**src/rtl/aqp_ebus_pkg.sv**
```systemverilog
// ==== aqp_ebus_pkg: shared states, bus bundle and widths for the Z80 ebus arbiter ====
// ==== rev 1.0 ====
`default_nettype none

package aqp_ebus_pkg;

   localparam int unsigned EBUS_A_W = 16;
   localparam int unsigned EBUS_D_W = 8;
   localparam int unsigned HOLD_W   = 16;

   typedef enum logic [2:0] {
      ST_IDLE    = 3'd0,
      ST_REQ     = 3'd1,
      ST_OWN0    = 3'd2,
      ST_OWN1    = 3'd3,
      ST_HANDOFF = 3'd4,
      ST_REL     = 3'd5
   } arb_state_e;

   typedef struct packed {
      logic [EBUS_A_W-1:0] a;
      logic [EBUS_D_W-1:0] wrdata;
      logic                wrdata_en;
      logic                rd_n;
      logic                wr_n;
      logic                mreq_n;
      logic                iorq_n;
   } ebus_bundle_t;

   // Bus value driven whenever nobody holds a grant.
   localparam ebus_bundle_t EBUS_IDLE = {{EBUS_A_W{1'b0}}, {EBUS_D_W{1'b0}}, 1'b0, 4'b1111};

   function automatic logic is_quiet(input ebus_bundle_t b);
      return b.rd_n & b.wr_n & b.mreq_n & b.iorq_n & ~b.wrdata_en;
   endfunction

endpackage

`default_nettype wire

```
**src/rtl/aqp_sync2.sv**
```systemverilog
// ==== aqp_sync2: two-flop synchronizer with configurable reset level ====
// ==== rev 1.0 ====
`default_nettype none

module aqp_sync2 #(
   parameter logic RESET_VAL = 1'b1
) (
   input  logic clk,
   input  logic reset,
   input  logic d_i,
   output logic q_o
);

   logic [1:0] sync_q;

   always_ff @(posedge clk or posedge reset) begin
      if (reset) begin
         sync_q <= {2{RESET_VAL}};
      end else begin
         sync_q <= {sync_q[0], d_i};
      end
   end

   assign q_o = sync_q[1];

endmodule

`default_nettype wire

```
**src/rtl/aqp_ebus_arbiter.sv**
```systemverilog
// ==== aqp_ebus_arbiter: arbitrates the Z80 external bus between ESP SPI (m0) and DMA (m1) ====
// ==== rev 1.0 ====
`default_nettype none

module aqp_ebus_arbiter
   import aqp_ebus_pkg::*;
#(
   parameter int unsigned MAX_HOLD = 64
) (
   input  logic                clk,
   input  logic                reset,
   input  logic                ebus_phi,
   input  logic                m0_busreq_n,
   input  logic [EBUS_A_W-1:0] m0_a,
   input  logic [EBUS_D_W-1:0] m0_wrdata,
   input  logic                m0_wrdata_en,
   input  logic                m0_rd_n,
   input  logic                m0_wr_n,
   input  logic                m0_mreq_n,
   input  logic                m0_iorq_n,
   output logic                m0_grant,
   input  logic                m1_busreq_n,
   input  logic [EBUS_A_W-1:0] m1_a,
   input  logic [EBUS_D_W-1:0] m1_wrdata,
   input  logic                m1_wrdata_en,
   input  logic                m1_rd_n,
   input  logic                m1_wr_n,
   input  logic                m1_mreq_n,
   input  logic                m1_iorq_n,
   output logic                m1_grant,
   input  logic                ebus_busack_n,
   output logic                ebus_busreq_n,
   output logic [EBUS_A_W-1:0] ebus_a,
   output logic [EBUS_D_W-1:0] ebus_wrdata,
   output logic                ebus_wrdata_en,
   output logic                ebus_rd_n,
   output logic                ebus_wr_n,
   output logic                ebus_mreq_n,
   output logic                ebus_iorq_n
);

   localparam logic [HOLD_W-1:0] HOLD_LIMIT = HOLD_W'(MAX_HOLD);

   arb_state_e        state_q, state_d;
   logic              target_q, target_d;
   logic              ptr_q, ptr_d;
   logic [HOLD_W-1:0] hold_q, hold_d;
   logic              phi_q;

   logic              busack_sync_n, acked, phi_rise, phi_fall;
   logic              owner, owner_req, other_req, owner_quiet;
   logic [HOLD_W-1:0] hold_inc;
   ebus_bundle_t      m0_bus, m1_bus, own_bus, out_bus;

   aqp_sync2 #(.RESET_VAL(1'b1)) u_busack_sync (
      .clk   (clk),
      .reset (reset),
      .d_i   (ebus_busack_n),
      .q_o   (busack_sync_n)
   );

   assign acked    = ~busack_sync_n;
   assign phi_rise =  ebus_phi & ~phi_q;
   assign phi_fall = ~ebus_phi &  phi_q;

   assign m0_bus = {m0_a, m0_wrdata, m0_wrdata_en, m0_rd_n, m0_wr_n, m0_mreq_n, m0_iorq_n};
   assign m1_bus = {m1_a, m1_wrdata, m1_wrdata_en, m1_rd_n, m1_wr_n, m1_mreq_n, m1_iorq_n};

   assign owner       = (state_q == ST_OWN1);
   assign own_bus     = owner ? m1_bus : m0_bus;
   assign owner_req   = owner ? ~m1_busreq_n : ~m0_busreq_n;
   assign other_req   = owner ? ~m0_busreq_n : ~m1_busreq_n;
   assign owner_quiet = is_quiet(own_bus);
   // Saturate so a long-waiting peer can never wrap the count back below the limit.
   assign hold_inc    = (hold_q == {HOLD_W{1'b1}}) ? hold_q : hold_q + 1'b1;

   always_ff @(posedge clk or posedge reset) begin
      if (reset) begin
         state_q  <= ST_IDLE;
         target_q <= 1'b0;
         ptr_q    <= 1'b0;
         hold_q   <= '0;
         phi_q    <= 1'b0;
      end else begin
         state_q  <= state_d;
         target_q <= target_d;
         ptr_q    <= ptr_d;
         hold_q   <= hold_d;
         phi_q    <= ebus_phi;
      end
   end

   always_comb begin
      state_d       = state_q;
      target_d      = target_q;
      ptr_d         = ptr_q;
      hold_d        = hold_q;
      m0_grant      = 1'b0;
      m1_grant      = 1'b0;
      ebus_busreq_n = 1'b1;
      out_bus       = EBUS_IDLE;
      case (state_q)
         ST_IDLE: begin
            if (!m0_busreq_n || !m1_busreq_n) begin
               state_d  = ST_REQ;
               target_d = (!m0_busreq_n && !m1_busreq_n) ? ptr_q : ~m1_busreq_n;
            end
         end
         ST_REQ: begin
            ebus_busreq_n = 1'b0;
            if (acked && phi_rise) begin
               state_d = target_q ? ST_OWN1 : ST_OWN0;
               hold_d  = '0;
            end
         end
         ST_OWN0, ST_OWN1: begin
            ebus_busreq_n = 1'b0;
            m0_grant      = ~owner;
            m1_grant      = owner;
            out_bus       = own_bus;
            if (phi_fall) begin
               if (other_req) begin
                  hold_d = hold_inc;
               end
               // Ownership only moves on a quiet cycle, whether released or preempted.
               if (owner_quiet && (!owner_req || (other_req && hold_inc >= HOLD_LIMIT))) begin
                  state_d  = other_req ? ST_HANDOFF : ST_REL;
                  target_d = other_req ? ~owner : owner;
               end
            end
         end
         ST_HANDOFF: begin
            ebus_busreq_n = 1'b0;
            if (phi_fall) begin
               state_d = target_q ? ST_OWN1 : ST_OWN0;
               hold_d  = '0;
               ptr_d   = ~ptr_q;
            end
         end
         ST_REL: begin
            if (!acked) begin
               state_d = ST_IDLE;
            end
         end
         default: state_d = ST_IDLE;
      endcase
   end

   assign ebus_a         = out_bus.a;
   assign ebus_wrdata    = out_bus.wrdata;
   assign ebus_wrdata_en = out_bus.wrdata_en;
   assign ebus_rd_n      = out_bus.rd_n;
   assign ebus_wr_n      = out_bus.wr_n;
   assign ebus_mreq_n    = out_bus.mreq_n;
   assign ebus_iorq_n    = out_bus.iorq_n;

endmodule

`default_nettype wire

```
**config.mk**
```make
export PLATFORM = sky130hd
export DESIGN_NAME = aqp_ebus_arbiter
export DESIGN_NICKNAME = d
export VERILOG_FILES = /design/src/rtl/aqp_ebus_pkg.sv /design/src/rtl/aqp_sync2.sv /design/src/rtl/aqp_ebus_arbiter.sv
export SDC_FILE = /design/constraint.sdc
export NUM_CORES = 1
export LEC_CHECK = 0
export CORE_MARGIN = 8
export CORE_UTILIZATION = 46
export DETAILED_ROUTE_END_ITERATION = 7
export PLACE_DENSITY = 0.95
export SYNTH_ARGS = -nofsm -noshare
export SYNTH_HDL_FRONTEND = slang
export SYNTH_SLANG_ARGS = --single-unit
```
**constraint.sdc**
```tcl
create_clock -name clk -period 4.5 [get_ports clk]
set_input_delay 0.9 -clock clk [delete_from_list [all_inputs] [get_ports clk]]
set_output_delay 0.9 -clock clk [all_outputs]
set_load 0.05 [all_outputs]
```
==> impl_metrics.ini <==
[synthesis]
synthesis.nets = 346
synth_top_area_share_pct = 25.1
syn-cell-area_sq_um = 2200
synth_area_leader_cell = dfrtp_1
ys_types = 50
yosysMostFrequentCell = nor2_1
ys_ff_latch = 24
yosys_warnings = 0
synth_edf_count = 0
yosys-top-cells-count = 48 x nor2_1, 33 x mux2i_1, 22 x dfrtp_1, 22 x nand2_1, 19 x o21ai_0
synth_seq_area_share_pct = 27.5
synthFlopType = dfrtp_1
synthCells = 281
synth.area.top_cells = dfrtp_1 25%, mux2i_1 15%, nor2_1 8.2%, o21ai_0 4.3%, nand2_1 3.8%
synthArstFlopShare_pct = 100
avgSynthCellArea_sq_um = 7.81

[sta]
skew_ns = 0.00255
hold_viol = 0
timing.fmax_mhz = 282
finalCritPeriodShare_pct = 78.9
setup_viol = 0
finalSetupTns_ns = 0
rsz0062_at_grt = no
slew_viol_final = 0
setup_ws_ns = 0.948
worstMarginPinSlew_ns = 1.13
maxSlewHeadroom_pct = 24.8
period_minus_slack_ns = 3.55
hold-worst-slack_ns = 0.363

[setup_path]
crit_arrival_ns = 2.65
required_ns = 3.60
cp-start-kind = flip-flop
end_kind = primary output
path_max_fanout = 27
worstSetupPathType = flip-flop to primary output

[clock_tree]
clock_path_buffers = 2
cts.sinks = 24
post_cts_buffers = 0
cts.clk_slew.worst_paths_ns = 0.08
htreeDepth = 1
cts_tree = built
cts_resized = 0
worstSkewPairLatency_ns = 0.27
cts_hold_buf = 0
numCtsBuffers = 3
clockRootBuffer = clkbuf_8

[outcome]
outcome = finished clean

[power]
comb_power_share_pct = 67.9
clockPowerShare_pct = 11.5
leakage_uw = 0.00138
internal_power_uw = 768
seq_power_share_pct = 20.6
p_switching_uw = 875
switching_share_pct = 53.2
peakVddDrop_mv = 0.376
power.density_nw_per_um2 = 509

[global_route]
antenna_found_initial = 0
grt_pass1_wl_um = 12600
grt_pass1_vias = 2336
grt_overflow_total = 0
grt_util_all_layers_pct = 20.9
grt_max_degree = 51

[route]
drt_iter0_drc = 157
via_count = 2514
antenna_left = 0
drt_first_pass_iters = 4
wl_per_cell_um = 18.2
vias_per_cell = 6.01
drc = 0
routed_wirelength_um = 7620

[worst_hold_path]
hp-class = flip-flop to flip-flop

[flow_run]
drv_cap = 0

[floorplan]
die_y_um = 85.1
num_io_pins = 96
die_area_sq_um = 7240
die_x_um = 85.1
core_area_sq_um = 4660
rows = 25
initial_utilization_pct = 47.1

[final_layout]
diodes = 0
finalNetCount = 430
finalInstanceArea_sq_um = 3230
areaGrowthSynthToFinish_pct = 46.9
drive_above_1_share_pct = 6.04

[placed_design]
place_hpwl_um = 5880
place_congestion = 0.871
place_ws_ns = 1.14
placed_area_sq_um = 3150
portBuffers = 95
-- through the flow --
stage,utilization [%],cells,power (uW)
after floorplan,-,281,1090
after global placement,67.7,414,1430
after detailed placement,67.7,414,1450
after CTS,69.2,418,1650
after global routing,69.2,418,1730
final,69.2,418,1640
-- worst paths after layout --
kind / startpoint / endpoint / slack (ns) / cells past startpoint
max in group asynchronous: reset / state_q[0] / 2.77 / 2
hold reg to reg: u_busack_sync.sync_q[0] / u_busack_sync.sync_q[1] / 0.36 / 0
min in group asynchronous: reset / hold_q[1] / 1.12 / 2
hold / removal: u_busack_sync.sync_q[0] / u_busack_sync.sync_q[1] / 0.36 / 0
setup / recovery: state_q[1] / ebus_a[4] / 0.95 / 3
setup reg to reg: state_q[0] / hold_q[3] / 1.32 / 7
-- layout by cell type (no fill, tap or decap), types with 6 or more instances in the layout --
cell type | synthesis | routed
clkdlybuf4s50_1 | 0 | 95
nor2_1 | 48 | 48
mux2i_1 | 33 | 33
nand2_1 | 22 | 22
dfrtp_1 | 22 | 21
o21ai_0 | 19 | 19
inv_1 | 14 | 14
nand3_1 | 10 | 10
a21oi_1 | 10 | 10
nor3_1 | 7 | 7
a31oi_1 | 7 | 7
o31ai_1 | 6 | 6
-- per-layer routing --
layer  GRT usage [%]  up-vias  share of wire [%]
met5               0        -                  0
met1            24.9     1174                 40
met3            3.09       12                7.0
met2            38.6      127                 52
li1                -     1201                  -
met4            3.88        0               0.89
-- registers in the layout, summed over array words and instances (netlist names) --
| signal | flops |
|---|---|
| hold_q | 16 |
| target_q | 1 |
| ptr_q | 1 |
| state_q | 3 |
| u_busack_sync.sync_q | 2 |
| phi_q | 1 |
-- power groups by stage --
stage | combinational [uW] | sequential, uW | clock [uW]
after floorplan | 814 | 276 | 0
after global placement | 1090 | 337 | 0
after detailed placement | 1110 | 341 | 0
after CTS | 1120 | 337 | 192
after global routing | 1180 | 347 | 199
final | 1120 | 338 | 189
-- critical path: stages, from the launching register on --
cell	delay, ns
dfrtp_1	0.60
nand2b_1	0.62
nor2_1	0.29
clkdlybuf4s50_1	0.86
-- final cells by class --
class	count	area (sq um)
multi-input combinational	226	1470
fill	355	1440
timing repair buffer	96	958
sequential	24	604
tap	54	67.6
inverter	14	52.6
clock buffer	3	41.3
clock inverter	1	30.0
-- logic make-up (layout without fill, tap and decap cells) --
| group | Yosys count | in the layout | share of synthesized area [%] |
|---|---|---|---|
| mux | 33 | 33 | 15.0 |
| xor+xnor | 5 | 5 | 1.99 |
| buf+inv | 31 | 114 | 5.53 |
| compound gates | 70 | 70 | 21.0 |
| fa+ha+maj | 1 | 1 | 0.570 |
| flops | 24 | 24 | 27.5 |
| simple gates | 117 | 117 | 28.4 |
Note: power is estimated with default switching activity, not from simulation.
